### src/rtl/bus_pkg.sv
// bus_pkg: shared definitions for the bus command arbiter.
//   BUS_RD / BUS_WR  - command op encoding
//   arb_mode_e       - arbitration policy (round-robin or fixed priority)
//   clog2()          - channel-index width, never less than 1 bit
package bus_pkg;

  localparam logic BUS_RD = 1'b0;
  localparam logic BUS_WR = 1'b1;

  typedef enum logic {
    ARB_RR    = 1'b0,
    ARB_FIXED = 1'b1
  } arb_mode_e;

  function automatic int clog2(input int n);
    int w;
    w = 1;
    while ((1 << w) < n) w++;
    return w;
  endfunction

endpackage

### src/rtl/bus_arb_pick.sv
// bus_arb_pick: combinational one-hot request picker.
//   req_i   - request vector, one bit per channel
//   ptr_i   - round-robin start index (ignored in ARB_FIXED)
//   grant_o - one-hot grant, zero when no request
//   idx_o   - binary index of the granted channel (0 when none)
module bus_arb_pick
  import bus_pkg::*;
#(
  parameter int        NUM_CH   = 4,
  parameter arb_mode_e ARB_MODE = ARB_RR,
  localparam int       IW       = clog2(NUM_CH)
) (
  input  logic [NUM_CH-1:0] req_i,
  input  logic [IW-1:0]     ptr_i,
  output logic [NUM_CH-1:0] grant_o,
  output logic [IW-1:0]     idx_o
);

  always_comb begin
    int   start;
    int   c;
    logic found;
    grant_o = '0;
    idx_o   = '0;
    found   = 1'b0;
    c       = 0;
    start   = (ARB_MODE == ARB_RR) ? int'(ptr_i) : 0;
    // Scan upward from the start index, wrapping past the top channel.
    for (int k = 0; k < NUM_CH; k++) begin
      c = start + k;
      if (c >= NUM_CH) c = c - NUM_CH;
      if (!found && req_i[c]) begin
        found      = 1'b1;
        grant_o[c] = 1'b1;
        idx_o      = IW'(c);
      end
    end
  end

endmodule

### src/rtl/bus_cmd_arb.sv
// bus_cmd_arb: arbitrates NUM_CH upstream command channels onto one
// downstream bus and routes read data back to the issuing channel.
//   clk, rst                       - clock, synchronous active-high reset
//   ch_cmd_valid / ch_cmd_ready    - per-channel command handshake
//   ch_op, ch_addr, ch_wr_data     - per-channel command payload (packed)
//   ch_rd_valid, ch_rd_data        - read return strobe and shared data
//   bus_cmd_valid, bus_op,
//   bus_addr, bus_wr_data          - registered downstream command
//   bus_rd_data                    - downstream read data, RD_LATENCY after cmd
module bus_cmd_arb
  import bus_pkg::*;
#(
  parameter int        ADDR_WIDTH = 16,
  parameter int        DATA_WIDTH = 16,
  parameter int        NUM_CH     = 4,
  parameter int        RD_LATENCY = 1,
  parameter arb_mode_e ARB_MODE   = ARB_RR
) (
  input  logic                         clk,
  input  logic                         rst,
  input  logic [NUM_CH-1:0]            ch_cmd_valid,
  output logic [NUM_CH-1:0]            ch_cmd_ready,
  input  logic [NUM_CH-1:0]            ch_op,
  input  logic [NUM_CH*ADDR_WIDTH-1:0] ch_addr,
  input  logic [NUM_CH*DATA_WIDTH-1:0] ch_wr_data,
  output logic [NUM_CH-1:0]            ch_rd_valid,
  output logic [DATA_WIDTH-1:0]        ch_rd_data,
  output logic                         bus_cmd_valid,
  output logic                         bus_op,
  output logic [ADDR_WIDTH-1:0]        bus_addr,
  output logic [DATA_WIDTH-1:0]        bus_wr_data,
  input  logic [DATA_WIDTH-1:0]        bus_rd_data
);

  localparam int IW = clog2(NUM_CH);

  logic [NUM_CH-1:0]     grant;
  logic [IW-1:0]         grant_idx;
  logic                  xfer;
  logic [IW-1:0]         ptr_q, ptr_d;

  logic                  bus_valid_q;
  logic                  bus_op_q;
  logic [ADDR_WIDTH-1:0] bus_addr_q;
  logic [DATA_WIDTH-1:0] bus_wdata_q;
  logic [IW-1:0]         bus_idx_q;

  logic [RD_LATENCY-1:0] tag_vld_q;
  logic [IW-1:0]         tag_idx_q [RD_LATENCY];
  logic [NUM_CH-1:0]     rd_vld_d, rd_vld_q;
  logic [DATA_WIDTH-1:0] rd_data_q;

  bus_arb_pick #(
    .NUM_CH   (NUM_CH),
    .ARB_MODE (ARB_MODE)
  ) u_pick (
    .req_i   (ch_cmd_valid),
    .ptr_i   (ptr_q),
    .grant_o (grant),
    .idx_o   (grant_idx)
  );

  // No channel is accepted while reset is held.
  assign ch_cmd_ready = rst ? '0 : grant;
  assign xfer         = |ch_cmd_ready;

  always_comb begin
    ptr_d = ptr_q;
    if (xfer && (ARB_MODE == ARB_RR)) begin
      ptr_d = (int'(grant_idx) == NUM_CH - 1) ? '0 : grant_idx + IW'(1);
    end
  end

  always_ff @(posedge clk) begin
    if (rst) begin
      ptr_q       <= '0;
      bus_valid_q <= 1'b0;
      bus_op_q    <= 1'b0;
      bus_addr_q  <= '0;
      bus_wdata_q <= '0;
      bus_idx_q   <= '0;
    end else begin
      ptr_q       <= ptr_d;
      bus_valid_q <= xfer;
      // Payload holds its last value between transfers.
      if (xfer) begin
        bus_op_q    <= ch_op[grant_idx];
        bus_addr_q  <= ch_addr[grant_idx*ADDR_WIDTH +: ADDR_WIDTH];
        bus_wdata_q <= ch_wr_data[grant_idx*DATA_WIDTH +: DATA_WIDTH];
        bus_idx_q   <= grant_idx;
      end
    end
  end

  // Read tag leaving the last stage marks the cycle bus_rd_data is valid.
  always_comb begin
    rd_vld_d = '0;
    if (tag_vld_q[RD_LATENCY-1]) rd_vld_d[tag_idx_q[RD_LATENCY-1]] = 1'b1;
  end

  always_ff @(posedge clk) begin
    if (rst) begin
      tag_vld_q <= '0;
      for (int i = 0; i < RD_LATENCY; i++) tag_idx_q[i] <= '0;
      rd_vld_q  <= '0;
      rd_data_q <= '0;
    end else begin
      tag_vld_q[0] <= bus_valid_q && (bus_op_q == BUS_RD);
      tag_idx_q[0] <= bus_idx_q;
      for (int i = 1; i < RD_LATENCY; i++) begin
        tag_vld_q[i] <= tag_vld_q[i-1];
        tag_idx_q[i] <= tag_idx_q[i-1];
      end
      rd_vld_q <= rd_vld_d;
      if (tag_vld_q[RD_LATENCY-1]) rd_data_q <= bus_rd_data;
    end
  end

  assign bus_cmd_valid = bus_valid_q;
  assign bus_op        = bus_op_q;
  assign bus_addr      = bus_addr_q;
  assign bus_wr_data   = bus_wdata_q;
  assign ch_rd_valid   = rd_vld_q;
  assign ch_rd_data    = rd_data_q;

endmodule

### config.mk
export PLATFORM = sky130hd
export DESIGN_NAME = bus_cmd_arb
export DESIGN_NICKNAME = d
export VERILOG_FILES = /design/src/rtl/bus_pkg.sv /design/src/rtl/bus_arb_pick.sv /design/src/rtl/bus_cmd_arb.sv
export SDC_FILE = /design/constraint.sdc
export NUM_CORES = 1
export LEC_CHECK = 0
export ABC_AREA = 1
export CORE_ASPECT_RATIO = 0.9
export CORE_MARGIN = 3
export CORE_UTILIZATION = 43
export CTS_CLUSTER_DIAMETER = 200
export DETAILED_ROUTE_END_ITERATION = 10
export PLACE_DENSITY_LB_ADDON = 0.12
export SLEW_MARGIN = 15
export SYNTH_ARGS = -nofsm -noshare
export SYNTH_HDL_FRONTEND = slang
export SYNTH_SLANG_ARGS = --single-unit
### constraint.sdc
create_clock -name clk -period 4.65 [get_ports clk]
set_input_delay 0.465 -clock clk [delete_from_list [all_inputs] [get_ports clk]]
set_output_delay 0.465 -clock clk [all_outputs]
set_load 0.005 [all_outputs]
After elaboration in Yosys (flattened, before gate mapping)
Memory sizes are Yosys's and may differ from the RTL's.
Index checks and enable logic that the tools add are counted.

storage, ports and cells
  bits in registers = 59
  RAM bits = 2
  input port bits = 154
  memories = 1

operators by class
  add/sub/neg operators = 8
  $lt $le $gt $ge = 15
  equality and inequality tests = 1
  shift-type cells = 2
  mux-type cells = 46
  bitwise logic cells = 5
  reductions and logical operators = 15

memory list
  name       words  bits a word  rd ports  clocked after memory_dff  wr ports  RTL line           source
  tag_idx_q  1      2            1         0                         1         bus_cmd_arb.sv:49  logic [IW-1:0] tag_idx_q [RD_LATENCY];

operator list
  cell                                                                     number
  32-bit by 1-bit >= comparator with 1-bit output (second input constant)  4
  32-bit by 4-bit < comparator with 1-bit output (second input constant)   4
  32-bit 2-to-1 mux                                                        4
  64-bit by 7-bit variable part select with 16-bit output                  2
  32-bit by 4-bit >= comparator with 1-bit output (second input constant)  3
  32-bit by 4-bit subtractor with 32-bit output (second input constant)    3
  1-bit 2-to-1 mux                                                         21
  4-bit 2-to-1 mux                                                         5
  2-bit 2-to-1 mux                                                         6
  4-bit bitwise OR                                                         3
  1-bit binary-select mux with 2-bit select                                5
  1-bit demux with 2-bit select                                            5
  1-bit logical AND                                                        9
  2-bit by 2-bit adder with 3-bit output (second input constant)           2
  2-bit by 3-bit < comparator with 1-bit output (second input constant)    2
  2-bit OR reduction                                                       2
  4-bit OR reduction                                                       1
  2-bit by 3-bit subtractor with 4-bit output (second input constant)      1
  2-bit by 1-bit adder with 3-bit output (second input constant)           1
  2-bit by 3-bit >= comparator with 1-bit output (second input constant)   1
  1-bit zero test                                                          3
  2-bit by 1-bit adder with 2-bit output (second input constant)           1
  2-bit by 1-bit == test with 1-bit output (second input constant)         1
  2-bit by 1-bit >= comparator with 1-bit output (second input constant)   1
  1-bit inverter                                                           2

Logic depth before layout (Yosys ltp)
Gate-level depths: netlist of run 1.

  depth after elaboration = 17
  gate-level depth with buffers = 20

Modules after synthesis
From an unflattened synthesis of run 1, not the netlist that was laid out.

second synthesis, totals
  cell total of the unflattened synthesis = 808
  area, all modules = 4599.4 um^2

modules (own cells, without submodules)
  module        instances  cells an instance  area each (um^2)  sequential area each (um^2)
  bus_cmd_arb   1          723                4046.4            1221.2
  bus_arb_pick  1          85                 553.0             0.0

Least setup slack after synthesis of run 1
Ideal clock, no wire load.

  path kind = reg2reg
  from = register ptr_q[1]
  to = register ptr_q[1]
  library setup time = 0.116 ns
  data arrival time = 2.324 ns
  required time = 4.534 ns
  path slack = 2.210 ns
  stages on the path, launching flop included = 15
  buffers on the path = 2
  cell sequence = dfxtp_1 > inv_1 > ha_1 > inv_1 > nand3_1 > nand2_1 > nor2_2 > buf_4 > nand2_1 > o21ai_1 > nand2_2 > buf_2 > ha_1 > o21ai_0 > nor2_1

between the ends
  word-level cells in the longest chain between the ends = 17
  elaborated cells on any way between the ends = 72

RTL lines
  element                                                                                                    RTL line            source
  start, declared                                                                                            bus_cmd_arb.sv:40   logic [IW-1:0] ptr_q, ptr_d;
  start signal, assigned                                                                                     bus_cmd_arb.sv:83   ptr_q <= ptr_d;
  branches (longest 14 deep; another with 32-bit by 4-bit subtractor with 32-bit output)                     -
  2-bit 2-to-1 mux (*)                                                                                       bus_arb_pick.sv:32  if (!found && req_i[c]) begin
  named net grant_idx[1]                                                                                     bus_cmd_arb.sv:38   logic [IW-1:0] grant_idx;
  2-bit by 1-bit adder with 2-bit output / 2-bit by 1-bit == test with 1-bit output (equally long branches)  bus_cmd_arb.sv:70   ptr_d = (int'(grant_idx) == NUM_CH - 1) ? '0 : grant_idx + IW'(1);
  2-bit 2-to-1 mux (*)                                                                                       bus_cmd_arb.sv:70

Mark *: on every way through the listed nets, which the timed path passes. The select of a mux whose other input is x is not followed.
A chain may end at the register's enable or synchronous reset.

Worst setup path after layout of run 1
  from = register ptr_q[0]
  to = output port ch_cmd_ready[3]

between the ends
  word-level cells in the longest chain between the ends = 16
  elaborated cells on any way between the ends = 64

RTL lines
  element                                                                                 RTL line            source
  branches (longest 14 deep; another with 32-bit by 4-bit subtractor with 32-bit output)  -
  4-bit 2-to-1 mux (*)                                                                    bus_arb_pick.sv:32
  4-bit 2-to-1 mux (*)                                                                    bus_cmd_arb.sv:64   assign ch_cmd_ready = rst ? '0 : grant;
  end, declared                                                                           bus_cmd_arb.sv:22   output logic [NUM_CH-1:0] ch_cmd_ready,

Every way passes the cells marked *. The select of a mux whose other input is x is not followed.

==> results.py, run 1 <==
metrics = {
    "outcome": {
        "status": "completed",
    },
    "placement": {
        "io_buffers": 211,
        "place_ws_ns": 1.42,
        "dpl.hpwl_um": 9400,
        "place_congestion": 0.932,
        "placed_area_um2": 6070,
    },
    "critical_path": {
        "cp_max_fo": 12,
        "arrival_ns": 2.94,
        "cp.required_ns": 4.18,
        "cp-end-kind": "output port",
        "timing.reg2reg.setup_slack_ns": 1.38,
        "critPathKind": "flop to output port",
        "crit_path_start_kind": "flop",
    },
    "route": {
        "vias_per_cell": 4.61,
        "wl_met1_um": 5030,
        "firstDrtPassIters": 6,
        "wl_per_cell_um": 11.9,
        "top_layer_used": "met4",
        "drc": 0,
        "wl_met3_um": 901,
        "dr.first_iter.drc_count": 233,
        "route.met2.wl_um": 6090,
        "vias": 4810,
        "drtAntennaViolNets": 0,
        "wl_um": 12400,
    },
    "grt": {
        "antenna_found_initial": 0,
        "grt_pass1_wl_um": 20300,
        "first_global_vias": 4403,
        "grt_overflow": 0,
        "grt_max_degree": 69,
        "grt_usage": 0.236,
    },
    "sta": {
        "tightest_slew_ns": 0.658,
        "slew_headroom": 0.561,
        "setup_viol": 0,
        "drv_slew": 0,
        "period_share": 0.732,
        "fin_skew_ns": 0.0106,
        "worst_slack_ns": 1.25,
        "hold_viol_final": 0,
        "tns_ns": 0,
        "fmax_mhz": 294,
        "rsz0062_at_grt": "false",
        "period_needed_ns": 3.40,
    },
    "clocking": {
        "ctsHoldBuffers": 0,
        "htree_num_levels": 3,
        "clkTransAtPathRegs_ns": 0.07,
        "root_buffer": "clkbuf_8",
        "cts_tree": "yes",
        "post_cts_buffers": 0,
        "cts_sinks": 61,
        "cts_buffers": 9,
        "ctsResizeCount": 0,
        "clkLatencyLatePin_ns": 0.34,
        "clk_path_buf_depth": 2,
    },
    "min_path": {
        "hp-class": "flop to flop",
    },
    "final_layout": {
        "layout_common_cells": "nand2_1, clkdlybuf4s50_1, nor2_1",
        "diodes": 0,
        "final_common_cell": "nand2_1",
        "nFillCells": 769,
        "stdcell_area_um2": 6290,
        "synthToLayoutAreaGrowth_pct": 57.9,
        "drive_gt1_frac": 0.0368,
        "design.final.nets": 1078,
    },
    "power_and_ir_drop": {
        "p_leak_nw": 3.17,
        "p_per_area_nw_per_um2": 769,
        "vdd_drop_max_v": 0.000611,
    },
    "die": {
        "num_rows": 32,
        "die-area_um2": 10500,
        "start_util": 0.452,
        "die_width_um": 107,
        "io_pins": 212,
        "fp.dieH_um": 97.3,
        "core_um2": 8810,
    },
    "synthesis": {
        "synth-seq-area-share": 0.306,
        "synth_cells": 729,
        "synthesis.nets": 888,
        "postSynthAreaPerCell_um2": 5.47,
        "yosysWarnings": 0,
        "syn_area_um2": 3990,
        "ys_ff_latch": 61,
        "ys_types": 23,
    },
    "flow_run": {
        "maxCapViolCount": 0,
    },
}
Yosys cell counts:
library cell	count	area, um2
nor3_1	4	20.0
nand2_1	398	1490
nand3_1	23	115
buf_6	5	56.3
inv_2	2	7.51
nand2_2	3	18.8
o21ai_1	1	5.00
inv_4	1	6.26
a21boi_0	4	30.0
clkbuf_1	11	41.3
a21oi_1	7	35.0
ha_1	5	62.6
dfxtp_1	61	1220
buf_4	7	52.6
inv_1	51	191
nand3_2	1	10.0
nor2_1	106	398
nand2_4	2	22.5
nor2_2	2	12.5
buf_2	14	70.1
o21ai_0	19	95.1
inv_6	1	8.76
nor2_4	1	11.3
flip-flops by register name (all words and copies together) (netlist names):
signal / flops
bus_addr: 16
bus_cmd_valid: 1
bus_idx_q: 2
bus_op: 1
bus_wr_data: 16
ch_rd_data: 16
ch_rd_valid: 4
ptr_q: 2
tag_idx_q: 2
tag_vld_q: 1
worst paths after layout:
path | startpoint | to | cells past startpoint
hold reg to reg | bus_idx_q[1] | tag_idx_q[0][1] | 2
setup reg to reg | ptr_q[0] | bus_addr[14] | 17
hold / removal | bus_idx_q[1] | tag_idx_q[0][1] | 2
setup / recovery | ptr_q[0] | ch_cmd_ready[3] | 11
where the power goes:
group          internal (mW)  switching [mW]
sequential             0.703           0.111
combinational           1.29            2.20
clock                  0.317           0.213
total                   2.31            2.53
final cells by class:
type	instances	area, um2	area share
Sequential cell	61	1220	0.194
Tap cell	119	149	0.0237
Timing Repair Buffer	216	2150	0.342
Multi-Input combinational cell	576	2330	0.371
Inverter	55	214	0.0340
Clock inverter	5	83.8	0.0133
Clock buffer	11	141	0.0225
stage by stage:
stage | cells | total power [mW] | hold WS, ns | util
2_1_floorplan | 729 | 3.54 | 0.400 | -
3_3_place_gp | 1027 | 4.23 | 0.408 | 0.689
3_5_place_dp | 1027 | 4.31 | 0.411 | 0.689
4_1_cts | 1043 | 4.87 | 0.422 | 0.714
5_1_grt | 1043 | 5.44 | 0.455 | 0.714
6_report | 1043 | 4.84 | 0.430 | 0.714
per-layer routing:
layer / global-route usage / vias up
li1: - / 2551
met1: 0.280 / 2064
met2: 0.407 / 173
met3: 0.0598 / 22
met4: 0.0874 / 0
met5: 0 / -
critical path: stages, from the launching register on:
cell	delay, ns
dfxtp_1	0.61
inv_6	0.09
ha_1	0.38
inv_1	0.10
nand3_1	0.09
nand2_1	0.06
nor2_2	0.33
nand3_1	0.13
nand3_1	0.15
nand2_1	0.09
inv_1	0.07
clkdlybuf4s50_1	0.49
kinds of logic (layout without fill, tap and decap cells):
family          after synthesis  in the layout  share of synthesized area
compound gates               31             31                     0.0414
fa+ha+maj                     5              5                     0.0157
buf+inv                      92            287                      0.109
flops                        61             61                      0.306
simple gates                540            540                      0.527
Power figures use the tool's default switching activity.
==> inputs of run 2 (changes only) <==
Settings changed: CORE_UTILIZATION 43 to 40.
Clock period 4.65 ns to 3.3 ns, I/O delays scaled along.
==> run 2 against run 1 <==
  * Hold slack improved by 0.0044 ns
  * First-iteration DRC count grew 47%
  * Register-to-register slack worse by 0.78 ns
  * Design area is 0.44% higher
  * Global-route usage shrank 2.2 points
  * Largest cell class unchanged
  * Largest power group unchanged
  * Highest routed layer unchanged
==> results.py, run 2 (synthesis results as in run 1) <==
metrics = {
    "route": {
        "drc": 0,
        "firstDrtPassIters": 4,
        "vias": 4778,
        "dr.first_iter.drc_count": 343,
        "wl_per_cell_um": 11.8,
        "vias_per_cell": 4.56,
        "drtAntennaViolNets": 0,
        "wl_um": 12300,
    },
    "die": {
        "fp.dieH_um": 101,
        "die_width_um": 111,
        "start_util": 0.423,
        "io_pins": 212,
        "die-area_um2": 11200,
        "core_um2": 9410,
        "num_rows": 33,
    },
    "clocking": {
        "cts_buffers": 9,
        "clkLatencyLatePin_ns": 0.33,
        "clkTransAtPathRegs_ns": 0.07,
        "cts_sinks": 61,
        "cts_tree": "yes",
        "htree_num_levels": 3,
        "root_buffer": "clkbuf_8",
        "clk_path_buf_depth": 2,
    },
    "critical_path": {
        "crit_path_start_kind": "flop",
        "cp_max_fo": 12,
        "cpMaxStageDelayCell": "clkdlybuf4s50_1",
        "arrival_ns": 2.70,
        "cp_cell_sequence": "inv_6, ha_1, inv_1, nand3_1, nand2_1, nor2_2, a21oi_1, nand3_1, nand2_1, inv_1, clkdlybuf4s50_1",
        "cp.required_ns": 2.97,
        "cp-end-kind": "output port",
        "cpPeakStageDelay_ns": 0.49,
        "critPathKind": "flop to output port",
        "cp_top_family": "buffers and inverters",
        "cp_num_buf_inv": 4,
    },
    "placement": {
        "place_congestion": 0.853,
        "dpl.hpwl_um": 9640,
        "place_ws_ns": 0.377,
        "io_buffers": 211,
    },
    "sta": {
        "tightest_slew_ns": 0.509,
        "hold_viol_final": 0,
        "period_needed_ns": 3.03,
        "worst_slack_ns": 0.267,
        "slew_headroom": 0.661,
        "period_share": 0.919,
        "tns_ns": 0,
        "drv_slew": 0,
        "fin_skew_ns": 0.00313,
        "fmax_mhz": 330,
        "setup_viol": 0,
        "rsz0062_at_grt": "false",
    },
    "flow_run": {
        "maxCapViolCount": 0,
    },
    "final_layout": {
        "synthToLayoutAreaGrowth_pct": 58.6,
        "final_common_cell": "nand2_1",
        "design.final.nets": 1080,
        "layout_common_cells": "nand2_1, clkdlybuf4s50_1, nor2_1",
        "drive_gt1_frac": 0.0432,
        "diodes": 0,
        "utilization": 0.671,
    },
    "power_and_ir_drop": {
        "vdd_drop_max_v": 0.000876,
        "seqPwrFrac": 0.167,
        "p_leak_nw": 3.19,
        "p_per_area_nw_per_um2": 1090,
        "swShare": 0.518,
        "switchingPower_mw": 3.56,
        "combPwrFrac": 0.729,
        "internal_power_mw": 3.31,
        "clkPwrFrac": 0.103,
    },
    "grt": {
        "grtUsageMet1": 0.250,
        "grt_usage": 0.214,
        "grt_pass1_wl_um": 19800,
        "first_global_vias": 4278,
        "grt_overflow": 0,
        "grt_max_degree": 69,
        "antenna_found_initial": 0,
        "grt.busiest_layer": "met2",
        "use_met2": 0.374,
        "grt_use_met3": 0.0582,
    },
    "min_path": {
        "hp-class": "flop to flop",
    },
    "outcome": {
        "status": "completed",
    },
}
## run 2: per-layer routing
metal  vias to the layer above  routed length (um)
li1                       2555                   -
met1                      2036                5140
met2                       163                6020
met3                        24                 898
met4                         0                 292
met5                         -                   0
## run 2: final cells by class
cell class	count	area (um2)
Multi-Input combinational cell	576	2340
Clock inverter	7	90.1
Tap cell	122	153
Sequential cell	61	1220
Fill cell	883	3100
Clock buffer	9	124
Inverter	55	214
Timing Repair Buffer	218	2180
## run 2: worst reg2reg max path, stage by stage, from the launching register on
cell,delay (ns)
dfxtp_2,0.48
inv_6,0.09
ha_1,0.38
inv_1,0.11
nand3_1,0.09
nand2_1,0.08
nor2_4,0.22
nand2_1,0.11
o21ai_1,0.16
nand2_2,0.25
inv_4,0.37
nand2_1,0.11
nand2_1,0.08
nor2_1,0.04
nor2_1,0.10
## run 2: through the flow
stage / cells / area, um2 / power (mW) / hold WS [ns]
detailed placement: 1032 / 6100 / 6.17 / 0.420
global route: 1048 / 6320 / 7.71 / 0.450
floorplan: 729 / 3990 / 4.99 / 0.399
global placement: 1032 / 6100 / 6.05 / 0.405
finish: 1048 / 6320 / 6.86 / 0.434
CTS: 1048 / 6310 / 6.91 / 0.430
## run 2: repair_timing
| item | in CTS | in global routing |
|---|---|---|
| setup buffers | 0 | 0 |
| setup endpoints to repair | 0 | 4 |
| resized for setup | 0 | 3 |
| hold buffers | 0 | 0 |
## run 2: path summary, 6_finish.rpt
path	start	endpoint	slack (ns)	cells past startpoint
setup / recovery	ptr_q[0]	ch_cmd_ready[0]	0.27	11
setup reg to reg	ptr_q[0]	bus_wr_data[7]	0.60	14
hold reg to reg	bus_idx_q[1]	tag_idx_q[0][1]	0.43	2
hold / removal	bus_idx_q[1]	tag_idx_q[0][1]	0.43	2
## run 2: power groups by stage
stage | sequential, mW | clock, mW | combinational (mW)
after CTS | 1.14 | 0.729 | 5.03
after global routing | 1.18 | 0.757 | 5.78
final | 1.15 | 0.710 | 5.00
after detailed placement | 1.16 | 0 | 5.02
after floorplan | 1.13 | 0 | 3.85
after global placement | 1.15 | 0 | 4.90
==> inputs of run 3 (changes only) <==
Settings changed: CORE_ASPECT_RATIO 0.9 to 2.
==> run 3 against run 2 <==
  * Combinational power up 1%
  * Largest cell class unchanged
  * Critical path type unchanged
  * Worst setup slack worse by 0.027 ns
  * Die area up 0.64%
  * Clock power up 21%
  * Register-to-register slack worse by 0.03 ns
  * Critical path depth unchanged
  * Hold slack worse by 0.0090 ns
==> results.py, run 3 (synthesis results as in run 1) <==
metrics = {
    "power_and_ir_drop": {
        "vdd_drop_max_v": 0.000640,
        "p_leak_nw": 3.22,
        "p_per_area_nw_per_um2": 1110,
    },
    "flow_run": {
        "maxCapViolCount": 0,
    },
    "sta": {
        "fmax_mhz": 327,
        "tightest_slew_ns": 0.524,
        "tns_ns": 0,
        "fin_skew_ns": 0.00691,
        "rsz0062_at_grt": "false",
        "period_needed_ns": 3.06,
        "setup_viol": 0,
        "hold_viol_final": 0,
        "period_share": 0.927,
        "drv_slew": 0,
        "slew_headroom": 0.651,
    },
    "grt": {
        "grt_pass1_wl_um": 21000,
        "grt_overflow": 0,
        "grt_max_degree": 53,
        "antenna_found_initial": 1,
        "first_global_vias": 4717,
        "grt_usage": 0.230,
    },
    "critical_path": {
        "startpoint": "ptr_q[0]",
        "critPathKind": "flop to output port",
        "timing.reg2reg.setup_slack_ns": 0.57,
        "cp_max_fo": 12,
        "crit_path_start_kind": "flop",
        "cp-end-kind": "output port",
        "r2r-start": "ptr_q[0]",
        "r2r_cells": 15,
        "endpoint": "ch_cmd_ready[3]",
        "cp.required_ns": 2.97,
        "reg2reg_to": "bus_wr_data[14]",
        "arrival_ns": 2.73,
    },
    "outcome": {
        "status": "completed",
    },
    "route": {
        "firstDrtPassIters": 5,
        "drtAntennaViolNets": 0,
        "vias": 4826,
        "wl_um": 12800,
        "vias_per_cell": 4.56,
        "drc": 0,
        "dr.first_iter.drc_count": 160,
        "wl_per_cell_um": 12.1,
    },
    "die": {
        "die_width_um": 76.6,
        "io_pins": 212,
        "die-area_um2": 11300,
        "start_util": 0.419,
        "num_rows": 50,
        "fp.dieH_um": 147,
        "core_um2": 9510,
    },
    "final_layout": {
        "instances_no_fill": 1058,
        "final_common_cell": "nand2_1",
        "nFillCells": 910,
        "layout_common_cells": "nand2_1, clkdlybuf4s50_1, nor2_1",
        "drive_gt1_frac": 0.0442,
        "design.final.nets": 1081,
        "synthToLayoutAreaGrowth_pct": 60.6,
    },
    "clocking": {
        "root_buffer": "clkbuf_16",
        "clk_path_buf_depth": 2,
        "htree_num_levels": 3,
        "cts_sinks": 61,
        "post_cts_buffers": 0,
        "cts_tree": "yes",
        "clkLatencyLatePin_ns": 0.33,
        "cts_buffers": 9,
        "clkTransAtPathRegs_ns": 0.06,
    },
    "placement": {
        "io_buffers": 211,
        "dpl.cell_count": 1041,
        "place_congestion": 0.920,
        "dpl.hpwl_um": 10100,
    },
    "min_path": {
        "hp-class": "flop to flop",
    },
}
[run 3: cell types whose count changed in the layout (fill, tap and decap cells not counted)]
| cell | before | now |
|---|---|---|
| bufinv_16 | 2 | 0 |
| buf_4 | 6 | 7 |
| clkbuf_16 | 0 | 9 |
| clkbuf_8 | 9 | 0 |
| clkinv_4 | 0 | 2 |
| diode_2 | 0 | 1 |
| clkinv_2 | 3 | 2 |
| inv_6 | 1 | 2 |
[run 3: timing repair]
item | 4_1_cts | 5_1_grt
gates resized for setup | 0 | 3
hold buffers | 0 | 0
hold endpoints to repair | 0 | 0
endpoints found under the setup margin | 0 | 4
[run 3: how the worst min path moves through the flow]
stage	startpoint	to	slack [ns]	cells after the start
3_3_place_gp	bus_idx_q[0]	tag_idx_q[0][0]	0.41	2
6_report	bus_idx_q[0]	tag_idx_q[0][0]	0.43	2
4_1_cts	bus_idx_q[0]	tag_idx_q[0][0]	0.43	2
5_1_grt	bus_idx_q[0]	tag_idx_q[0][0]	0.44	2
2_1_floorplan	rst	ptr_q[0]	0.40	1
3_5_place_dp	bus_idx_q[0]	tag_idx_q[0][0]	0.42	2
[run 3: per-stage QoR]
| stage | setup slack, ns | instance area [um2] | util | hold WS (ns) | total power, mW |
|---|---|---|---|---|---|
| after floorplan | 0.860 | 3990 | - | 0.399 | 4.99 |
| after global routing | 0.0890 | 6400 | 0.673 | 0.444 | 7.97 |
| after detailed placement | 0.429 | 6110 | 0.643 | 0.420 | 6.25 |
| final | 0.240 | 6400 | 0.673 | 0.425 | 7.07 |
| after CTS | 0.0576 | 6390 | 0.672 | 0.427 | 7.14 |
| after global placement | 0.549 | 6110 | 0.643 | 0.408 | 6.13 |
[run 3: area by class of cell]
| cell class | instances | area, um2 | share of cell area |
|---|---|---|---|
| Multi-Input combinational cell | 576 | 2340 | 0.365 |
| Timing Repair Buffer | 219 | 2180 | 0.341 |
| Sequential cell | 61 | 1220 | 0.191 |
| Clock buffer | 9 | 225 | 0.0352 |
| Inverter | 55 | 214 | 0.0334 |
| Tap cell | 130 | 163 | 0.0254 |
| Clock inverter | 7 | 51.3 | 0.00801 |
| Antenna cell | 1 | 2.50 | 0.000391 |
[run 3: where the power goes]
group	leakage [nW]	switching (mW)	internal, mW
clock network	0.132	0.348	0.509
registers	0.504	0.152	0.994
logic	2.58	3.16	1.91
[run 3: worst max-delay path: stages, from the launching register on]
cell             delay, ns
dfxtp_2               0.48
inv_6                 0.08
ha_1                  0.36
inv_1                 0.10
nand3_1               0.09
nand2_1               0.09
nor2_2                0.26
a21boi_0              0.15
nand3_1               0.13
nand2_1               0.09
inv_1                 0.06
clkdlybuf4s50_1       0.49
[run 3: layer usage]
metal	wire length (um)	part of all wire	GRT usage	up-vias
li1	-	-	-	2551
met1	4460	0.35	0.214	2039
met2	6920	0.54	0.443	197
met3	900	0.070	0.0638	39
met4	544	0.042	0.124	0
met5	0	0	0	-
